[config.mk]
export PLATFORM = sky130hd
export DESIGN_NAME = packetizer_arbiter
export DESIGN_NICKNAME = d
export VERILOG_FILES = /design/src/rtl/packetizer_arbiter.sv
export SDC_FILE = /design/constraint.sdc
export NUM_CORES = 1
export LEC_CHECK = 0
export ABC_CLOCK_PERIOD_IN_PS = 4090
export CAP_MARGIN = 5
export CORE_MARGIN = 2
export CORE_UTILIZATION = 39
export DETAILED_ROUTE_END_ITERATION = 16
export GPL_TIMING_DRIVEN = 0
export HOLD_SLACK_MARGIN = 0.12
export PLACE_DENSITY = 0.82
export SLEW_MARGIN = 30
export SYNTH_ARGS = -nofsm -noshare
export SYNTH_HDL_FRONTEND = slang
export SYNTH_SLANG_ARGS = --single-unit
[constraint.sdc]
create_clock -name clk -period 4.09 [get_ports clk]
set_input_delay 0.6135 -clock clk [delete_from_list [all_inputs] [get_ports clk]]
set_output_delay 0.6135 -clock clk [all_outputs]
set_load 0.03 [all_outputs]
[src/rtl/packetizer_arbiter.sv]
// Round-robin arbiter that feeds one packetizer port from NUM_REQ requesters.
// Once a packet is open, the grant stays with its owner until the packet closes.
module packetizer_arbiter #(
    parameter int NUM_REQ       = 4,
    parameter int ADDRESS_WIDTH = 4,
    parameter int WIDTH_IN      = 12,
    localparam int OW           = (NUM_REQ > 1) ? $clog2(NUM_REQ) : 1
) (
    input  logic                              clk,
    input  logic                              rst_n,
    input  logic [NUM_REQ*WIDTH_IN-1:0]       r_data_in,
    input  logic [NUM_REQ*4-1:0]              r_valid_in,
    input  logic [NUM_REQ*4-1:0]              r_sop_in,
    input  logic [NUM_REQ*4-1:0]              r_eop_in,
    input  logic [NUM_REQ*ADDRESS_WIDTH-1:0]  r_dest_in,
    output logic [NUM_REQ-1:0]                r_ready_out,
    output logic [WIDTH_IN-1:0]               p_data_out,
    output logic [3:0]                        p_valid_out,
    output logic [3:0]                        p_sop_out,
    output logic [3:0]                        p_eop_out,
    output logic [ADDRESS_WIDTH-1:0]          p_dest_out,
    input  logic                              p_ready_in,
    output logic                              o_locked,
    output logic [OW-1:0]                     o_owner
);

    typedef enum logic [0:0] {ST_IDLE = 1'b0, ST_LOCKED = 1'b1} state_t;

    state_t                     r_state, w_state_nxt;
    logic [OW-1:0]              r_ptr, w_ptr_nxt;
    logic [OW-1:0]              r_owner, w_owner_nxt;
    logic [NUM_REQ-1:0]         w_active;
    logic                       w_rr_found;
    logic [OW-1:0]              w_rr_idx;
    logic [OW-1:0]              w_grant;
    logic                       w_grant_active;
    logic                       w_load;
    logic                       w_xfer;
    logic                       w_open;
    logic [WIDTH_IN-1:0]        w_sel_data;
    logic [3:0]                 w_sel_valid;
    logic [3:0]                 w_sel_sop;
    logic [3:0]                 w_sel_eop;
    logic [ADDRESS_WIDTH-1:0]   w_sel_dest;

    // Flit 0 is the most significant bit; sop opens, eop closes, in flit order.
    function automatic logic open_after(input logic open_in, input logic [3:0] v,
                                        input logic [3:0] s, input logic [3:0] e);
        logic o;
        o = open_in;
        for (int k = 0; k < 4; k++) begin
            if (v[3-k]) begin
                if (s[3-k]) o = 1'b1;
                else        o = o;
                if (e[3-k]) o = 1'b0;
                else        o = o;
            end else begin
                o = o;
            end
        end
        return o;
    endfunction

    // Round-robin search from the requester after ptr, plus grant muxing.
    always_comb begin
        int            c;
        logic [OW-1:0] c_idx;
        w_rr_found = 1'b0;
        w_rr_idx   = '0;
        for (int k = 1; k <= NUM_REQ; k++) begin
            c = int'(r_ptr) + k;
            if (c >= NUM_REQ) c = c - NUM_REQ;
            else              c = c;
            c_idx = OW'(c);
            if (!w_rr_found && w_active[c_idx]) begin
                w_rr_found = 1'b1;
                w_rr_idx   = c_idx;
            end else begin
                w_rr_found = w_rr_found;
            end
        end
        w_grant        = (r_state == ST_LOCKED) ? r_owner : w_rr_idx;
        w_sel_data     = '0;
        w_sel_valid    = 4'b0000;
        w_sel_sop      = 4'b0000;
        w_sel_eop      = 4'b0000;
        w_sel_dest     = '0;
        w_grant_active = 1'b0;
        for (int i = 0; i < NUM_REQ; i++) begin
            if (w_grant == OW'(i)) begin
                w_sel_data     = r_data_in[i*WIDTH_IN +: WIDTH_IN];
                w_sel_valid    = r_valid_in[i*4 +: 4];
                w_sel_sop      = r_sop_in[i*4 +: 4];
                w_sel_eop      = r_eop_in[i*4 +: 4];
                w_sel_dest     = r_dest_in[i*ADDRESS_WIDTH +: ADDRESS_WIDTH];
                w_grant_active = w_active[i];
            end else begin
                w_grant_active = w_grant_active;
            end
        end
    end

    // Per-requester activity and transfer qualification.
    always_comb begin
        for (int i = 0; i < NUM_REQ; i++) begin
            w_active[i] = |r_valid_in[i*4 +: 4];
        end
        w_load = (p_valid_out == 4'b0000) || p_ready_in;
        w_xfer = rst_n && w_load &&
                 ((r_state == ST_LOCKED) ? w_grant_active : w_rr_found);
        w_open = open_after(r_state == ST_LOCKED, w_sel_valid, w_sel_sop, w_sel_eop);
    end

    // State register with arbitration pointer and owner.
    always_ff @(posedge clk or negedge rst_n) begin
        if (!rst_n) begin
            r_state <= ST_IDLE;
            r_ptr   <= OW'(NUM_REQ - 1);
            r_owner <= '0;
        end else begin
            r_state <= w_state_nxt;
            r_ptr   <= w_ptr_nxt;
            r_owner <= w_owner_nxt;
        end
    end

    // Next-state: the pointer only moves when a packet closes.
    always_comb begin
        w_state_nxt = r_state;
        w_ptr_nxt   = r_ptr;
        w_owner_nxt = r_owner;
        if (w_xfer) begin
            w_owner_nxt = w_grant;
            case (w_open)
                1'b1:    w_state_nxt = ST_LOCKED;
                1'b0: begin
                    w_state_nxt = ST_IDLE;
                    w_ptr_nxt   = w_grant;
                end
                default: w_state_nxt = ST_IDLE;
            endcase
        end else begin
            w_state_nxt = r_state;
        end
    end

    // Outputs decoded from state and the current transfer.
    always_comb begin
        o_locked    = (r_state == ST_LOCKED);
        o_owner     = r_owner;
        r_ready_out = '0;
        for (int i = 0; i < NUM_REQ; i++) begin
            r_ready_out[i] = w_xfer && (w_grant == OW'(i));
        end
    end

    // Single output register stage toward the packetizer.
    always_ff @(posedge clk or negedge rst_n) begin
        if (!rst_n) begin
            p_data_out  <= '0;
            p_valid_out <= 4'b0000;
            p_sop_out   <= 4'b0000;
            p_eop_out   <= 4'b0000;
            p_dest_out  <= '0;
        end else if (w_load) begin
            if (w_xfer) begin
                p_data_out  <= w_sel_data;
                p_valid_out <= w_sel_valid;
                p_sop_out   <= w_sel_sop;
                p_eop_out   <= w_sel_eop;
                p_dest_out  <= w_sel_dest;
            end else begin
                p_valid_out <= 4'b0000;
                p_sop_out   <= 4'b0000;
                p_eop_out   <= 4'b0000;
            end
        end
    end

endmodule

# Word-level counts from Yosys, hierarchy flattened
# Index checks and enable logic that the tools add are counted.
[totals]
register_bits = 33
wordCells = 111
[op_classes]
add_sub_neg = 8
n_bitwise = 1
muxes = 62
reduce_logical = 21
order_cmp = 8
n_eq_ne = 3
[op_table]
columns = ["op", "count"]
rows = [
  ["$mux 4", 19],
  ["$mux 12", 4],
  ["$mux 1", 25],
  ["$mux 2", 9],
  ["$reduce_or 4->1", 4],
  ["$lt 2x3->1 const B", 4],
  ["$ge 3x3->1 const B", 3],
  ["$logic_and 1x1->1", 9],
  ["$bmux 1 s2", 4],
  ["$sub 2x1->2 const B", 4],
  ["$add 2x2->3 const B", 2],
  ["$add 2x3->4 const B", 1],
  ["$eq 2x2->1 const B", 2],
  ["$ge 4x3->1 const B", 1],
  ["$logic_not 4->1", 1],
  ["$reduce_and 2->1", 2],
  ["$add 2x1->3 const B", 1],
  ["$logic_not 1->1", 3],
  ["$eq 2x1->1 const B", 1],
  ["$logic_not 2->1", 1],
  ["$pmux 1 s2", 1],
  ["$logic_or 1x1->1", 1],
  ["$not 1->1", 1],
]

# Logic depth before layout (Yosys ltp)
[logic_depth]
depth_word = 35
mapped_depth = 12

# Least setup slack after synthesis
# No wires, ideal clock.
[synth_timing]
kind = "input-to-output"
start = "input r_valid_in[4]"
end = "output r_ready_out[1]"
path_slack_ps = 194
t_required_ps = 3477
arrival_ps = 3282
path_buffers = 3
stages = 11
cell_sequence = "or4_4 > buf_6 > nor3_1 > o41ai_2 > a31oi_4 > mux2i_1 > a21oi_1 > a21o_1 > buf_2 > buf_2 > nor3_1"
[synth_between]
elab_chain_len = 22
elab_cells_between_ends = 35
cone_classes = "eq/ne: 3; mux: 22; reduce/logical: 10"
[synth_lines]
columns = ["element", "line_no", "source"]
rows = [
  ["from (decl)", "12", "input logic [NUM_REQ*4-1:0] r_valid_in,"],
  ["$reduce_or 4->1 (*)", "106", "w_active[i] = |r_valid_in[i*4 +: 4];"],
  ["$bmux 1 s2", "75", "if (!w_rr_found && w_active[c_idx]) begin"],
  ["$mux 1 (implied by the code)", "75", ""],
  ["$mux 1", "75", ""],
  ["$logic_not 1->1", "75", ""],
  ["$logic_and 1x1->1", "75", ""],
  ["$mux 1", "75", ""],
  ["$logic_not 1->1", "75", ""],
  ["(+3 left out)", "n/a", ""],
  ["$logic_and 1x1->1", "75", ""],
  ["$mux 2", "75", ""],
  ["$mux 2", "82", "w_grant = (r_state == ST_LOCKED) ? r_owner : w_rr_idx;"],
  ["$logic_not 2->1", "90", "if (w_grant == OW'(i)) begin"],
  ["$mux 1 (4 in series)", "90", ""],
  ["$mux 1", "110", "((r_state == ST_LOCKED) ? w_grant_active : w_rr_found);"],
  ["$logic_and 1x1->1", "109", "w_xfer = rst_n && w_load &&"],
  ["$logic_and 1x1->1 (*)", "153", "r_ready_out[i] = w_xfer && (w_grant == OW'(i));"],
  ["to (decl)", "16", "output logic [NUM_REQ-1:0] r_ready_out,"],
]
# Every way passes the cells marked *; elsewhere a longest branch is shown, timed or not. The select of a mux whose other input is x is not followed.

# Worst setup path in the final report
[layout_timing]
start = "input r_valid_in[11]"
end = "output r_ready_out[2]"
# The elaborated chain is that of the path after synthesis.

==> parameters.txt <==
Parameter                              Value

Clocking
  CTS tree    done
  Hold buffer count at CTS    0
  Buffer cell driving the clock tree root    sky130_fd_sc_hd__clkbuf_8
  Maximum clock path buffer count    2
  Clk_lat worst skew    0.29 ns
  Clock input transition at the sequential cells of the worst setup and hold paths    0.06 ns
  Clock tree sinks    33
  Clock buffers created by TritonCTS    5
  Depth of the CTS H-tree    2

Critical path
  Worst setup EP type    output port
  Critical Path Fanout Max    5
  Required time worst endpoint    3.48 ns
  Launch instance of the worst register-to-register path    r_ptr[0]
  Sort of element at the start of the critical path    input pin
  Startpoint of the worst setup timing path    r_valid_in[11]
  R2r setup slk    0.76 ns
  Classification of the worst setup path    input pin to output port
  Arrival time worst endpoint    3.39 ns

Synthesis
  Area of the mapped netlist    2640 um^2
  Ys flop type    sky130_fd_sc_hd__dfrtp_1
  Synthesis-stage register bit count    33
  Share of synthesized area occupied by flip-flops and latches    0.314
  Mean post-synth cell area    7.55 um^2
  Synth unique cells    48
  Synth async-reset ratio    1.00
  Net count after synthesis    464
  Number of synthesized flops with an enable pin    0
  Gate Count Post-Synth    349
  YS warnings    0

Timing
  Setup TNS Final    0 ns
  Fmax    250 MHz
  Final worst path period share    0.980
  Final Hold Violating Endpoints    0
  Layout Skew    0.00205 ns
  Fin. max-slew vios    0
  Final setup violation count    0
  Worst slew margin relative to its limit    0.614
  Slew at the pin closest to its max-slew limit    0.576 ns
  Minimum period implied by the final worst setup slack    4.01 ns
  Setup repair after global routing missed its margin    no

Cells and area
  Commonest non-fill, non-tap cells in the layout    141 x sky130_fd_sc_hd__clkdlybuf4s50_1, 129 x sky130_fd_sc_hd__nand2_1, 32 x sky130_fd_sc_hd__mux2i_1, 31 x sky130_fd_sc_hd__o21ai_0, 31 x sky130_fd_sc_hd__dfrtp_1
  Share of final-layout standard cells stronger than drive strength 1    0.114
  Area of all placed cells without fillers    4480 um^2
  Area Growth Syn to Fin    70.1%
  Most common cell after layout, fill and taps aside    sky130_fd_sc_hd__clkdlybuf4s50_1
  Antenna cell count    0
  Post-layout util    0.694
  Post-layout net count    622

Detailed routing
  Routed WL per cell    16.7 um
  Via-to-Cell Ratio    5.44
  Final ANT Viol Nets    0
  Vias after detailed routing    3175
  DRT Pass-1 Iters    4
  # DRC    0
  Overall routed net length    9760 um
  Starting DRC count in detailed routing    134

Placement
  Final GP Congestion    0.871
  Count of input and output buffers    149
  Half-perimeter wire length of the detailed placement result    7610 um
  Cell area after placement    4250 um^2

Run status
  Run status    complete, no violations

Floorplanning
  Row count    29
  IO Pins    150
  Effective utilization at floorplan    0.408
  Full die area    7430 um^2
  Area of the core region    6460 um^2
  Die width    86.2 um
  Vert. Die Dim    86.2 um

Hold path
  Worst min path class    input pin to asynchronous set/reset pin

Global route
  Pin count of the biggest net entering global routing    20
  Antenna violations before repair    0
  First-pass GRT wire length    15100 um
  Grt total ovfl    0
  All-Layer GR Usage    0.257
  Via count of the first global-routing pass    3229

Pwr
  Power density of the placed cells    733 nW/um^2
  VDD IR-drop max    0.000466 V
  Leakage power total    1.99 nW

Flow run
  Maximum capacitance violations    0
kinds of logic after synthesis:
logic type,Yosys count,share of synthesized area
multiplexers,39,0.157
buffers and inverters,31,0.0560
AO/OA/AOI/OAI,73,0.189
AND/OR/NAND/NOR,173,0.283
flip-flops,33,0.314
flip-flops by register name, summed over array words and instances, names as in the netlist:
name,count
p_data_out,12
p_dest_out,4
p_eop_out,4
p_sop_out,4
p_valid_out,4
o_owner,2
r_ptr,2
o_locked,1
per-layer routing:
| layer | wire length [um] | global-route usage | part of all wire | up-vias |
|---|---|---|---|---|
| met3 | 972 | 0.0819 | 0.10 | 19 |
| met1 | 3720 | 0.277 | 0.38 | 1476 |
| li1 | - | - | - | 1527 |
| met5 | 0 | 0 | 0 | - |
| met4 | 199 | 0.0824 | 0.020 | 0 |
| met2 | 4870 | 0.476 | 0.50 | 153 |
worst paths after layout:
check,endpoint,cells after the start
worst max-delay path,r_ready_out[2],9
worst min-delay path,p_data_out[3],1
worst max register to register,p_data_out[10],10
worst min register to register,p_data_out[10],2
max in group asynchronous,r_ptr[0],2
min in group clk,p_data_out[10],2
worst max-delay path, stage by stage:
cell and delay, ns:
sky130_fd_sc_hd__clkdlybuf4s50_1 0.56, sky130_fd_sc_hd__or4_1 0.61, sky130_fd_sc_hd__mux4_2 0.52, sky130_fd_sc_hd__o311ai_4 0.34, sky130_fd_sc_hd__a21o_1 0.18, sky130_fd_sc_hd__buf_6 0.15, sky130_fd_sc_hd__inv_2 0.06, sky130_fd_sc_hd__and3_1 0.19
sky130_fd_sc_hd__clkbuf_4 0.18
metrics by stage:
| stage | total power [mW] | hold slack, ns | instances | setup slack [ns] |
|---|---|---|---|---|
| floorplan | 2.13 | 0.318 | 349 | 0.194 |
| global placement | 2.90 | 0.462 | 575 | -0.692 |
| detailed placement | 2.94 | 0.469 | 576 | -0.773 |
| CTS | 3.23 | 0.281 | 583 | 0.0139 |
| global route | 3.53 | 0.294 | 584 | 0.0115 |
| finish | 3.28 | 0.274 | 584 | 0.0825 |
synth_stat cells, types with 3 or more instances:
cell	count	area, um^2
sky130_fd_sc_hd__o2bb2ai_1	3	26.3
sky130_fd_sc_hd__o21ai_0	31	155
sky130_fd_sc_hd__o21ai_1	11	55.1
sky130_fd_sc_hd__or4_1	3	22.5
sky130_fd_sc_hd__nand3_1	21	105
sky130_fd_sc_hd__nor2_1	5	18.8
sky130_fd_sc_hd__and2_1	3	18.8
sky130_fd_sc_hd__clkbuf_1	11	41.3
sky130_fd_sc_hd__a21oi_1	4	20.0
sky130_fd_sc_hd__inv_1	6	22.5
sky130_fd_sc_hd__mux2_2	4	45.0
sky130_fd_sc_hd__mux2i_1	32	320
sky130_fd_sc_hd__nor3_1	4	20.0
sky130_fd_sc_hd__nand2_1	129	484
sky130_fd_sc_hd__buf_2	7	35.0
sky130_fd_sc_hd__buf_1	3	11.3
sky130_fd_sc_hd__a22o_1	4	35.0
sky130_fd_sc_hd__dfrtp_1	31	776
sky130_fd_sc_hd__buf_6	3	33.8
area by class of cell:
cell class | instances | area (um^2)
buffer | 22 | 128
clock buffer | 7 | 86.3
fill | 556 | 1980
inverter | 7 | 26.3
multi-input combinational | 285 | 1790
sequential | 33 | 828
tap | 77 | 96.3
timing repair buffer | 153 | 1530
where the power goes:
part	internal, mW	switching [mW]	total, mW
clock	0.133	0.115	0.248
combinational	1.00	1.45	2.45
sequential	0.481	0.108	0.589
timing repair:
item                       in CTS  in global routing
pin swaps                       1                  3
setup endpoints to repair       4                  4
setup buffers                   2                  1
gates resized for setup        37                 18
Note: power is estimated with default switching activity, not from simulation.
